--- config.mk ---
export PLATFORM = sky130hd
export DESIGN_NAME = satellite_uart_rx
export DESIGN_NICKNAME = d
export VERILOG_FILES = /design/src/rtl/satellite_uart_rx.sv
export SDC_FILE = /design/constraint.sdc
export NUM_CORES = 1
export LEC_CHECK = 0
export CELL_PAD_IN_SITES_DETAIL_PLACEMENT = 1
export CELL_PAD_IN_SITES_GLOBAL_PLACEMENT = 2
export CORE_UTILIZATION = 41
export DETAILED_ROUTE_END_ITERATION = 10
export PLACE_DENSITY = 0.81
export SKIP_CTS_REPAIR_TIMING = 1
export SYNTH_ARGS = -nofsm -noshare
export SYNTH_HDL_FRONTEND = slang
export SYNTH_SLANG_ARGS = --single-unit
--- constraint.sdc ---
create_clock -name aclk -period 4.7 [get_ports aclk]
set_input_delay 0.94 -clock aclk [delete_from_list [all_inputs] [get_ports aclk]]
set_output_delay 0.94 -clock aclk [all_outputs]
set_load 0.01 [all_outputs]
--- src/rtl/satellite_uart_rx.sv ---
// Purpose: 8N1 UART receiver for the satellite controller link, presenting bytes on an AXI-Stream style output.
// Latency: tvalid rises one cycle after the stop-bit sample (about 9.5 bit times after the start edge, plus 2 sync cycles).
// Backpressure: single output register; a byte that completes while tvalid && !tready is dropped and overrun pulses.
//
// Ports:
//   aclk, aresetn              clock, asynchronous active-low reset (release synchronised externally)
//   satellite_uart_rxd         asynchronous serial input, idle high, LSB first
//   m_axis_tdata/tvalid/tready received byte and its valid/ready handshake
//   frame_err                  one-cycle pulse when the stop bit is sampled low
//   overrun                    one-cycle pulse when a completed byte is dropped
//   busy                       receive FSM is not idle
module satellite_uart_rx #(
    parameter int CLKS_PER_BIT = 868
) (
    input  logic       aclk,
    input  logic       aresetn,
    input  logic       satellite_uart_rxd,
    output logic [7:0] m_axis_tdata,
    output logic       m_axis_tvalid,
    input  logic       m_axis_tready,
    output logic       frame_err,
    output logic       overrun,
    output logic       busy
);

    localparam int CNT_W = (CLKS_PER_BIT > 1) ? $clog2(CLKS_PER_BIT) : 1;
    localparam logic [CNT_W-1:0] HALF_LOAD = CNT_W'(CLKS_PER_BIT / 2 - 1);
    localparam logic [CNT_W-1:0] FULL_LOAD = CNT_W'(CLKS_PER_BIT - 1);
    localparam logic [CNT_W-1:0] CNT_ONE   = CNT_W'(1);

    typedef enum logic [2:0] {
        IDLE      = 3'd0,
        START     = 3'd1,
        DATA      = 3'd2,
        STOP      = 3'd3,
        WAIT_IDLE = 3'd4
    } state_t;

    state_t           state, state_nxt;
    logic [CNT_W-1:0] cnt, cnt_nxt;
    logic [2:0]       bit_idx, bit_idx_nxt;
    logic [7:0]       shift_reg, shift_nxt;
    logic             sync_q, rx_s;
    logic             tick;
    logic             byte_done;
    logic             stop_err;

    // Two-flop synchroniser; reset to the idle (high) level so a line held
    // low through reset is only seen as a start once it propagates through.
    always_ff @(posedge aclk or negedge aresetn) begin
        if (!aresetn) begin
            sync_q <= 1'b1;
            rx_s   <= 1'b1;
        end else begin
            sync_q <= satellite_uart_rxd;
            rx_s   <= sync_q;
        end
    end

    always_ff @(posedge aclk or negedge aresetn) begin
        if (!aresetn) begin
            state     <= IDLE;
            cnt       <= '0;
            bit_idx   <= 3'd0;
            shift_reg <= 8'h00;
        end else begin
            state     <= state_nxt;
            cnt       <= cnt_nxt;
            bit_idx   <= bit_idx_nxt;
            shift_reg <= shift_nxt;
        end
    end

    assign tick = (cnt == '0);

    always_comb begin
        state_nxt   = state;
        cnt_nxt     = cnt;
        bit_idx_nxt = bit_idx;
        shift_nxt   = shift_reg;
        byte_done   = 1'b0;
        stop_err    = 1'b0;
        case (state)
            IDLE: begin
                // Half-bit load so every later sample lands mid-bit.
                if (!rx_s) begin
                    state_nxt = START;
                    cnt_nxt   = HALF_LOAD;
                end
            end
            START: begin
                if (tick) begin
                    if (!rx_s) begin
                        state_nxt   = DATA;
                        cnt_nxt     = FULL_LOAD;
                        bit_idx_nxt = 3'd0;
                    end else begin
                        // Start bit gone by mid-bit: treat as a glitch.
                        state_nxt = IDLE;
                    end
                end else begin
                    cnt_nxt = cnt - CNT_ONE;
                end
            end
            DATA: begin
                if (tick) begin
                    shift_nxt[bit_idx] = rx_s;
                    cnt_nxt            = FULL_LOAD;
                    if (bit_idx == 3'd7) begin
                        state_nxt = STOP;
                    end else begin
                        bit_idx_nxt = bit_idx + 3'd1;
                    end
                end else begin
                    cnt_nxt = cnt - CNT_ONE;
                end
            end
            STOP: begin
                if (tick) begin
                    if (rx_s) begin
                        byte_done = 1'b1;
                        state_nxt = IDLE;
                    end else begin
                        stop_err  = 1'b1;
                        state_nxt = WAIT_IDLE;
                    end
                end else begin
                    cnt_nxt = cnt - CNT_ONE;
                end
            end
            WAIT_IDLE: begin
                // A low stop bit may be a break; wait for the line to return
                // high before arming start detection again.
                if (rx_s) begin
                    state_nxt = IDLE;
                end
            end
            default: begin
                state_nxt = IDLE;
            end
        endcase
    end

    // Output register: a completed byte is taken if the register is empty or
    // draining this cycle; otherwise it is dropped and flagged.
    always_ff @(posedge aclk or negedge aresetn) begin
        if (!aresetn) begin
            m_axis_tdata  <= 8'h00;
            m_axis_tvalid <= 1'b0;
            frame_err     <= 1'b0;
            overrun       <= 1'b0;
        end else begin
            frame_err <= stop_err;
            overrun   <= byte_done && m_axis_tvalid && !m_axis_tready;
            if (byte_done && (!m_axis_tvalid || m_axis_tready)) begin
                m_axis_tdata  <= shift_reg;
                m_axis_tvalid <= 1'b1;
            end else if (m_axis_tvalid && m_axis_tready) begin
                m_axis_tvalid <= 1'b0;
            end
        end
    end

    assign busy = (state != IDLE);

endmodule

### Word level (Yosys, flattened, before mapping)

Cells that the tools add are included.

* flip-flop bits (word level): 37
* input bits: 4
* output and inout bits: 12
* word-level logic and storage cells: 78

* add/subtract/negate cells: 2
* $lt $le $gt $ge: 2
* equality and inequality tests: 15
* mux-type cells: 31
* reduce and logical (&&, ||, !) cells: 18

Operators by type and width (number)
* 2-to-1 mux 10 bit: 5
* case mux 10 bit (4 select lines): 1
* 2-to-1 mux 3 bit: 11
* inequality test 2 bit (second input constant): 9
* case mux 3 bit (5 select lines): 1
* zero test 10 bit: 1
* subtractor 10 x 1 -> 10 bit (second input constant): 1
* 2-to-1 mux 1 bit: 9
* bitwise mux 8 bit: 1
* equality test 3 x 2 -> 1 bit (second input constant): 2
* equality test 3 bit (second input constant): 2
* case mux 3 bit (2 select lines): 1
* AND reduction 6 bit: 1
* logical AND 1 bit: 5
* AND reduction 5 bit: 1
* < comparator 3 x 4 -> 1 bit (second input constant): 1
* AND reduction 4 bit: 1
* nonzero test 2 bit: 2
* nonzero test 4 bit: 1
* adder 3 x 1 -> 3 bit (second input constant): 1
* demux 1 bit (select 3 bit): 1
* equality test 3 x 1 -> 1 bit (second input constant): 1
* greater-or-equal comparator 3 x 1 -> 1 bit (second input constant): 1
* zero test 3 bit: 1
* other kinds (6): 7

### Longest topological paths before layout

Gate-level depths: netlist of run 1.

* depth in word-level cells: 5
* mapped depth: 9
* gate-level depth less buffers: 6

### Least setup slack after synthesis of run 1

OpenSTA, ideal clock, no wires.

* kind: reg-to-reg
* start point: register cnt[0]
* end point: register bit_idx[2]
* setup time: 124 ps
* data arrival time: 2206 ps
* data required time: 4576 ps
* setup slack: 2370 ps
* cell stages (with the launch flop): 10
* buffers on the path: 3
* clock period less this slack: 2330 ps
* cells stage by stage: dfrtp_1 > inv_1 > ha_1 > or4b_1 > clkbuf_1 > or3_1 > buf_6 > or3_4 > buf_6 > mux2i_1

* word-level cells in the longest chain between the ends: 3
* elaborated cells on any way between the ends: 4
* those cells by class: eq/ne: 2; reduce/logical: 2

RTL lines
* start, declared: line 40 `logic [CNT_W-1:0] cnt, cnt_nxt;`
* start signal, assigned: line 68 `cnt <= cnt_nxt;`
* zero test 10 bit (*): line 74 `assign tick = (cnt == '0);`
* inequality test 2 bit (no line)
* AND reduction 5 bit (no line) (*)
* end signal, assigned: line 69 `bit_idx <= bit_idx_nxt;`
* end, declared: line 41 `logic [2:0] bit_idx, bit_idx_nxt;`

Every way passes the cells marked *; elsewhere a longest branch is shown, timed or not.
A chain may end at the register's enable or synchronous reset.

### Worst setup path in the final report of run 1

* start point: register cnt[0]
* end point: register m_axis_tdata[5]

* word-level cells in the longest chain between the ends: 4

RTL lines
* zero test 10 bit: line 74
* 2-to-1 mux 1 bit: line 119 `if (tick) begin`
* 2-to-1 mux 1 bit: line 83 `case (state)`
* logical AND 1 bit: line 155 `if (byte_done && (!m_axis_tvalid || m_axis_tready)) begin`
* end signal, assigned: line 156 `m_axis_tdata <= shift_reg;`
* end, declared: line 18 `output logic [7:0] m_axis_tdata,`

Every way passes these cells.

==> impl_metrics.ini, run 1 <==
[status]
status = complete, no violations

[drt]
met1_length_um = 1970
drc_errors = 0
drtIter0Drc = 96
top_layer = met4
met2_length_um = 2458
wl_met3_um = 94
wl_um = 4596
vias = 1472
ant_nets = 0
routedWlPerCell_um = 19.15
drt_first_pass_iters = 4
vias_per_cell = 6.133

[sta]
rsz0062_at_grt = no
tightest_slew_ns = 0.9618
setup_violations = 0
finalCritPeriodShare = 0.5746
fin_hold_ws_ns = 0.3597
timing.fmax_mhz = 370.3
slew_viol_final = 0
fin_setup_tns_ns = 0
period_needed_ns = 2.700
hold_viol_final = 0
relSlewSlack = 0.3529
skew_ns = 0.004531

[setup_path]
rrSetupSlack_ns = 2.00
critical_path.endpoint_type = flip-flop
rr_startpoint = cnt[0]
cp.required_ns = 4.87
r2r_cells = 6
crit_slowest_cell = or4b_1
crit_buf_inv = 1
path_max_fanout = 10
cp_cell_sequence = inv_1 -> ha_1 -> or4b_1 -> nor3_2 -> nand4_2 -> mux2_2
worstSetupPathType = flip-flop to flip-flop
crit_family = simple AND/OR/NAND/NOR gates
worstSetupStartpointType = flip-flop
critPathArrivalTime_ns = 2.87
worstReg2RegEnd = m_axis_tdata[5]
cpPeakStageDelay_ns = 0.58

[cts]
cts_root_buf = clkbuf_8
clock_latency_ns = 0.28
htreeDepth = 2
clock-sinks = 37
clk_path_buf_depth = 2
cts_tree = built
clk_pin_slew_worst_paths_ns = 0.08
cts_buffers = 5

[die]
die_width_um = 70.42
die-height_um = 70.42
dieArea_um2 = 4959
num_rows = 24
start_util = 0.4348
io_pins = 16
core_area_um2 = 4414

[pwr]
irDropWorstVdd_mv = 0.1517
power.leakage_nw = 0.9945
p_per_area_nw_per_um2 = 261.0
power_mw = 0.5604

[cells_and_area]
largest_reg_flops = 10
antenna_cells = 0
syn_to_final_growth_pct = 11.86
drive_above_1_share = 0.1915
fin_util = 0.4864
finish.net_count = 196

[synth]
syn-instance-count = 177
syn-cell-area_um2 = 1919
synth_fp_nets = 185
yosys_warnings = 0
ys_seq_elements = 37
synthFlopType = dfrtp_1
yosysTopAreaCell = dfrtp_1
post-synth-top-area-fraction = 0.4563
synthArstFlopShare = 1.000
syn-mean-instance-area_um2 = 10.84
synth_area_leaders = dfrtp_1 46%, mux2_2 9.4%, dfstp_2 2.7%, ha_1 2.6%, nor2_1 2.3%
synth_edf_count = 0
synth_cell_type_count = 47
ys_seq_area_frac = 0.4837

[min_path]
min_to = rx_s
worstHoldStart = sync_q
whs_path_depth = 0
min_path_type = flip-flop to flip-flop

[grt]
grt_pass1_wl_um = 8045
grt_start_max_net_pins = 38
grt_usage = 0.2102
grt_overflow_total = 0
grt_pass1_vias = 1614
antenna_found_initial = 0

[placement]
port_buffers = 15
gp_congestion = 0.7905
hpwl_um = 3263

[job]
drv_cap = 0
cell type report:
cell class / instances / area, µm²
Multi-Input combinational cell: 122 / 892.1
Inverter: 7 / 26.28
Sequential cell: 37 / 928.4
Timing Repair Buffer: 15 / 145.1
Fill cell: 493 / 2267
Tap cell: 52 / 65.06
Clock buffer: 6 / 82.58
Clock inverter: 1 / 7.507
cells in the final DEF, fill, tap and decap left out, types with 3 or more instances in the layout:
cell,netlist,final
a21oi_1,7,7
a31oi_1,3,3
clkbuf_8,0,6
clkdlybuf4s50_1,0,14
dfrtp_1,35,35
ha_1,4,4
inv_1,7,7
mux2_2,16,16
mux2i_1,4,4
nand2_1,10,10
nand3_1,4,4
nand4_1,5,5
nor2_1,12,12
nor3_1,3,3
nor4_1,7,7
o211ai_1,3,3
o21ai_0,6,6
worst register-to-register path, stage by stage (launching register included):
cell     delay, ns
dfrtp_1       0.38
inv_1         0.13
ha_1          0.17
or4b_1        0.58
nor3_2        0.56
nand4_2       0.38
mux2_2        0.38
cells in the mapped netlist (all sizes together), types with 4 or more instances:
cell type,count
nor2,12
clkbuf,6
inv,7
ha,4
nor4,7
dfrtp,35
o21ai,6
nand4,6
a21oi,7
nand3,4
mux2,16
buf,5
mux2i,4
nand2,10
nor3,4
cell families (layout without fill, tap and decap cells):
group / count (synthesis) / in the layout / share of synthesized area
AND/OR/NAND/NOR: 62 / 62 / 0.1897
flip-flops: 37 / 37 / 0.4837
AO/OA/AOI/OAI: 35 / 35 / 0.1297
multiplexers: 20 / 20 / 0.1147
buffers and inverters: 18 / 29 / 0.05150
adder cells (fa/ha/maj): 4 / 4 / 0.02608
XOR/XNOR: 1 / 1 / 0.004564
power by group:
group	switching (mW)	internal (mW)	leakage, nW
clock network	0.113	0.116	0.0433
logic	0.00705	0.00252	0.461
registers	0.00203	0.320	0.490
how the worst max path moves through the flow:
stage / depth (start not counted) / from / slack, ns / to
6_report: 6 / cnt[0] / 2.00 / m_axis_tdata[5]
3_5_place_dp: 6 / cnt[0] / 2.05 / m_axis_tdata[5]
4_1_cts: 6 / cnt[0] / 2.01 / m_axis_tdata[5]
2_1_floorplan: 9 / cnt[0] / 2.37 / bit_idx[2]
5_1_grt: 6 / cnt[0] / 1.76 / m_axis_tdata[1]
3_3_place_gp: 6 / cnt[0] / 2.25 / m_axis_tdata[6]
per-layer routing:
metal | global-route usage | vias to the layer above
met5 | 0 | -
met4 | 0.06889 | 0
met3 | 0.04329 | 8
met2 | 0.3651 | 16
met1 | 0.2584 | 771
li1 | - | 677
through the flow:
step	worst slack (ns)	instances	area (µm²)
2_1_floorplan	2.370	177	1919
3_3_place_gp	2.251	233	2057
3_5_place_dp	2.051	233	2057
4_1_cts	2.010	240	2147
5_1_grt	1.759	240	2147
6_report	2.000	240	2147
(Power assumes the default switching activity.)
==> run 2: changes to the inputs <==
CORE_UTILIZATION = 38   (was 41)
PLACE_DENSITY = 0.76   (was 0.81)
clock period = 2.8 ns   (was 4.7 ns; I/O delays follow)
==> run 2 against run 1 <==
Effect of this change: first-iteration DRC count shrank 55%; die area grew 7.7%; cell area grew 3.5%; critical path depth is the same; register-to-register slack lost 1.7 ns; total power grew 68%; global-route usage shrank 1.9 points; critical path type unchanged; critical endpoint is now cnt[7].
==> impl_metrics.ini, run 2 (synthesis gave the netlist of run 1 again) <==
[pwr]
irDropWorstVdd_mv = 0.2727
power_mw = 0.9430
p_per_area_nw_per_um2 = 424.3
power.leakage_nw = 1.031

[die]
start_util = 0.4010
die-height_um = 73.07
die_width_um = 73.07
core_area_um2 = 4786
dieArea_um2 = 5339
io_pins = 16
num_rows = 25

[placement]
hpwl_um = 3187
dp_slack_ns = 0.3648
port_buffers = 15
gp_congestion = 0.7897

[grt]
grt_usage = 0.1909
grt_start_max_net_pins = 38
antenna_found_initial = 0
grt_pass1_wl_um = 7748
grt_overflow_total = 0
grt_pass1_vias = 1616

[sta]
tightest_slew_ns = 0.8869
setup_violations = 0
period_needed_ns = 2.454
relSlewSlack = 0.4042
timing.fmax_mhz = 407.5
hold_viol_final = 0
slew_viol_final = 0
fin_ws_ns = 0.3460
fin_setup_tns_ns = 0
rsz0062_at_grt = no
finalCritPeriodShare = 0.8764
skew_ns = 0.008948

[setup_path]
critical_path.endpoint_type = flip-flop
path_max_fanout = 7
crit_buf_inv = 1
crit_family = simple AND/OR/NAND/NOR gates
cpPeakStageDelay_ns = 0.72
crit_slowest_cell = or4_2
worstSetupStartpointType = flip-flop
cp.required_ns = 3.03
critPathArrivalTime_ns = 2.68
worstSetupPathType = flip-flop to flip-flop
cp_cell_sequence = inv_1 -> ha_1 -> or4b_1 -> or4_2 -> nand2_1 -> o221a_2

[cells_and_area]
multi_input_area_um2 = 892.1
finish.net_count = 203
largest_reg_flops = 10
fillCellCount = 539
seqCellArea_um2 = 928.4
final_cell_mix = 35 x dfrtp_1, 16 x mux2_2, 14 x clkdlybuf4s50_1, 12 x nor2_1, 10 x nand2_1
antenna_cells = 0
final_common_cell = dfrtp_1
syn_to_final_growth_pct = 15.78
drive_above_1_share = 0.2245

[cts]
clock_latency_ns = 0.29
cts_tree = built
clock-sinks = 37
htreeDepth = 2
cts_buffers = 5
clk_pin_slew_worst_paths_ns = 0.08
cts_root_buf = clkbuf_8
clk_path_buf_depth = 2

[drt]
vias_per_cell = 5.452
drt_first_pass_iters = 4
wl_um = 4350
drtIter0Drc = 43
vias = 1434
drc_errors = 0
routedWlPerCell_um = 16.54
ant_nets = 0

[job]
drv_cap = 0

[status]
status = complete, no violations

[min_path]
min_path_type = input port to async pin
run 2: per-layer routing:
layer	GRT usage	share of wire	vias up
li1	-	-	693
met1	0.2289	0.44	710
met2	0.3323	0.52	25
met3	0.04696	0.027	6
met4	0.06536	0.014	0
met5	0	0	-
run 2: final timing paths:
kind / start / endpoint / slack [ns] / cells past startpoint
worst max register to register: cnt[0] / cnt[7] / 0.35 / 6
max in group asynchronous: aresetn / shift_reg[1] / 1.91 / 1
min in group aclk: sync_q / rx_s / 0.36 / 0
worst max-delay path: cnt[0] / cnt[7] / 0.35 / 6
worst min-delay path: aresetn / cnt[8] / 0.36 / 1
worst min register to register: sync_q / rx_s / 0.36 / 0
run 2: worst register-to-register path: cells and delay by family, from the launching register on:
family | cells | cell delay, ns
and+or+nand+nor | 3 | 1.51
DFF | 1 | 0.39
AOI/OAI and AO/OA | 1 | 0.23
adders and majority gates | 1 | 0.15
buffers and inverters | 1 | 0.11
run 2: where the power goes:
part | switching, mW | total (mW) | internal (mW)
Clock | 0.206 | 0.385 | 0.180
Combinational | 0.0153 | 0.0205 | 0.00518
Sequential | 0.000900 | 0.537 | 0.536
run 2: cell type report:
cell class | count | share of cell area
flip-flops and latches | 37 | 0.4178
multi-input cells | 122 | 0.4015
repair buffers | 22 | 0.08896
well taps | 67 | 0.03773
clock buffers | 5 | 0.03097
inverters | 7 | 0.01182
clock inverters | 3 | 0.01126
run 2: through the flow:
| stage | instance area (µm²) | utilization | hold WS, ns | instances |
|---|---|---|---|---|
| after detailed placement | 2128 | 0.4447 | 0.3478 | 255 |
| after global routing | 2222 | 0.4643 | 0.3616 | 263 |
| final | 2222 | 0.4643 | 0.3574 | 263 |
| after global placement | 2128 | 0.4447 | 0.3459 | 255 |
| after CTS | 2222 | 0.4643 | 0.3596 | 263 |
| after floorplan | 1919 | - | 0.2644 | 177 |
==> run 3: changes to the inputs <==
CORE_MARGIN = 3   (was not set)
==> run 3 against run 2 <==
Effect of this change: sequential cell count did not move; register-to-register slack got worse by 0.02 ns; clock skew grew 0.0016 ns; first-iteration DRC count grew 40%; total power grew 1.2%; combinational power down 20%; critical path depth unchanged; non-clock buffer count shrank 1; routed wire length grew 2.8%; sequential share of layout area increased by 0.094 points; highest routed layer unchanged; fmax shrank 0.75%; cell count shrank 0.38%.
==> impl_metrics.ini, run 3 (synthesis gave the netlist of run 1 again) <==
[setup_path]
crit_buf_inv = 1
rrSetupSlack_ns = 0.33
crit_cells = 6
r2r_cells = 6
setup.worst_path.end = cnt[1]
worstSetupStartpointType = flip-flop
worstSetupPathType = flip-flop to flip-flop
crit_family = simple AND/OR/NAND/NOR gates
crit_slowest_cell = or4_2
rr_startpoint = cnt[0]
cp_cell_sequence = inv_1 -> ha_1 -> or4b_1 -> or4_2 -> nand2_1 -> o221ai_1
critical_path.endpoint_type = flip-flop
worstReg2RegEnd = cnt[1]
cp.required_ns = 2.96
path_max_fanout = 7
critPathArrivalTime_ns = 2.63
crit_start = cnt[0]
cpPeakStageDelay_ns = 0.73

[grt]
grt_start_max_net_pins = 38
grt_pass1_wl_um = 8059
grt_usage = 0.1700
antenna_found_initial = 0
grt_overflow_total = 0
grt_pass1_vias = 1666

[drt]
drc_errors = 0
vias_per_cell = 5.573
wl_um = 4473
ant_nets = 0
drt_first_pass_iters = 4
wl_met3_um = 147
met2_length_um = 2412
drtIter0Drc = 60
met1_length_um = 1848
top_layer = met4
vias = 1460
routedWlPerCell_um = 17.07

[cts]
cts_buffers = 5
clk_pin_slew_worst_paths_ns = 0.08
htreeDepth = 2
cts_tree = built
clk_path_buf_depth = 2
clock-sinks = 37
cts_root_buf = clkbuf_8
clock_latency_ns = 0.29

[die]
dieArea_um2 = 5940
num_rows = 25
io_pins = 16
start_util = 0.3984
die_width_um = 77.07
die-height_um = 77.07
core_area_um2 = 4817

[cells_and_area]
largest_reg_flops = 10
seqCellArea_um2 = 928.4
finish.net_count = 202
drive_above_1_share = 0.2205
antenna_cells = 0
final_cell_area_um2 = 2217
final_cell_mix = 35 x dfrtp_1, 16 x mux2_2, 14 x clkdlybuf4s50_1, 12 x nor2_1, 10 x nand2_1
syn_to_final_growth_pct = 15.52
fillCellCount = 543
final_common_cell = dfrtp_1
multi_input_area_um2 = 892.1

[sta]
relSlewSlack = 0.4275
tightest_slew_ns = 0.8522
fin_setup_tns_ns = 0
setup_violations = 0
timing.fmax_mhz = 404.5
slew_viol_final = 0
finalCritPeriodShare = 0.8830
period_needed_ns = 2.472
rsz0062_at_grt = no
skew_ns = 0.01060
hold_viol_final = 0

[min_path]
min_path_type = input port to async pin

[placement]
hpwl_um = 3199
port_buffers = 15
gp_congestion = 0.8766
place_area_um2 = 2121

[pwr]
power.leakage_nw = 1.033
p_per_area_nw_per_um2 = 430.5
irDropWorstVdd_mv = 0.2051

[job]
drv_cap = 0

[status]
status = complete, no violations
[run 3: changes by cell type in the layout (fill, tap and decap cells not counted), sizes merged]
cell / previous run / this run
buf: 8 / 7
clkinvlp: 1 / 0
inv: 8 / 7
clkbuf: 5 / 6
clkinv: 1 / 2
[run 3: worst min path at each step]
stage	endpoint	cells past startpoint	slack [ns]	from
2_1_floorplan	bit_idx[0]	0	0.26	aresetn
3_3_place_gp	rx_s	0	0.35	sync_q
3_5_place_dp	rx_s	0	0.35	sync_q
4_1_cts	rx_s	0	0.36	sync_q
5_1_grt	rx_s	0	0.37	sync_q
6_report	cnt[3]	1	0.36	aresetn
[run 3: layer usage]
layer  up-vias  GRT usage
li1        693          -
met1       738     0.1994
met2        23     0.3014
met3         6    0.03991
met4         0    0.06228
met5         -          0
[run 3: cell type report]
type                    instances  area share
flip-flops and latches         37      0.4187
multi-input cells             122      0.4024
repair buffers                 21     0.08578
well taps                      67     0.03781
clock buffers                   6     0.03725
inverters                       7     0.01185
clock inverters                 2    0.006208
[run 3: metrics by stage]
stage | cells | setup slack [ns] | power (mW) | utilization | hold WS (ns)
2_1_floorplan | 177 | 0.4704 | 0.5523 | - | 0.2644
3_3_place_gp | 254 | 0.4325 | 0.5675 | 0.4403 | 0.3462
3_5_place_dp | 254 | 0.3375 | 0.5683 | 0.4403 | 0.3475
4_1_cts | 262 | 0.3194 | 0.9689 | 0.4603 | 0.3618
5_1_grt | 262 | 0.04473 | 1.008 | 0.4603 | 0.3662
6_report | 262 | 0.3276 | 0.9545 | 0.4603 | 0.3596
[run 3: worst register-to-register path, stage by stage, from the launching register on]
cell and delay (ns):
dfrtp_1 0.39, inv_1 0.12, ha_1 0.15, or4b_1 0.58
or4_2 0.73, nand2_1 0.22, o221ai_1 0.15
[run 3: report_power, final]
group,switching [mW],leakage [nW],internal [mW],total (mW)
sequential,0.00353,0.490,0.537,0.540
clock,0.198,0.0512,0.200,0.398
combinational,0.0122,0.491,0.00420,0.0164
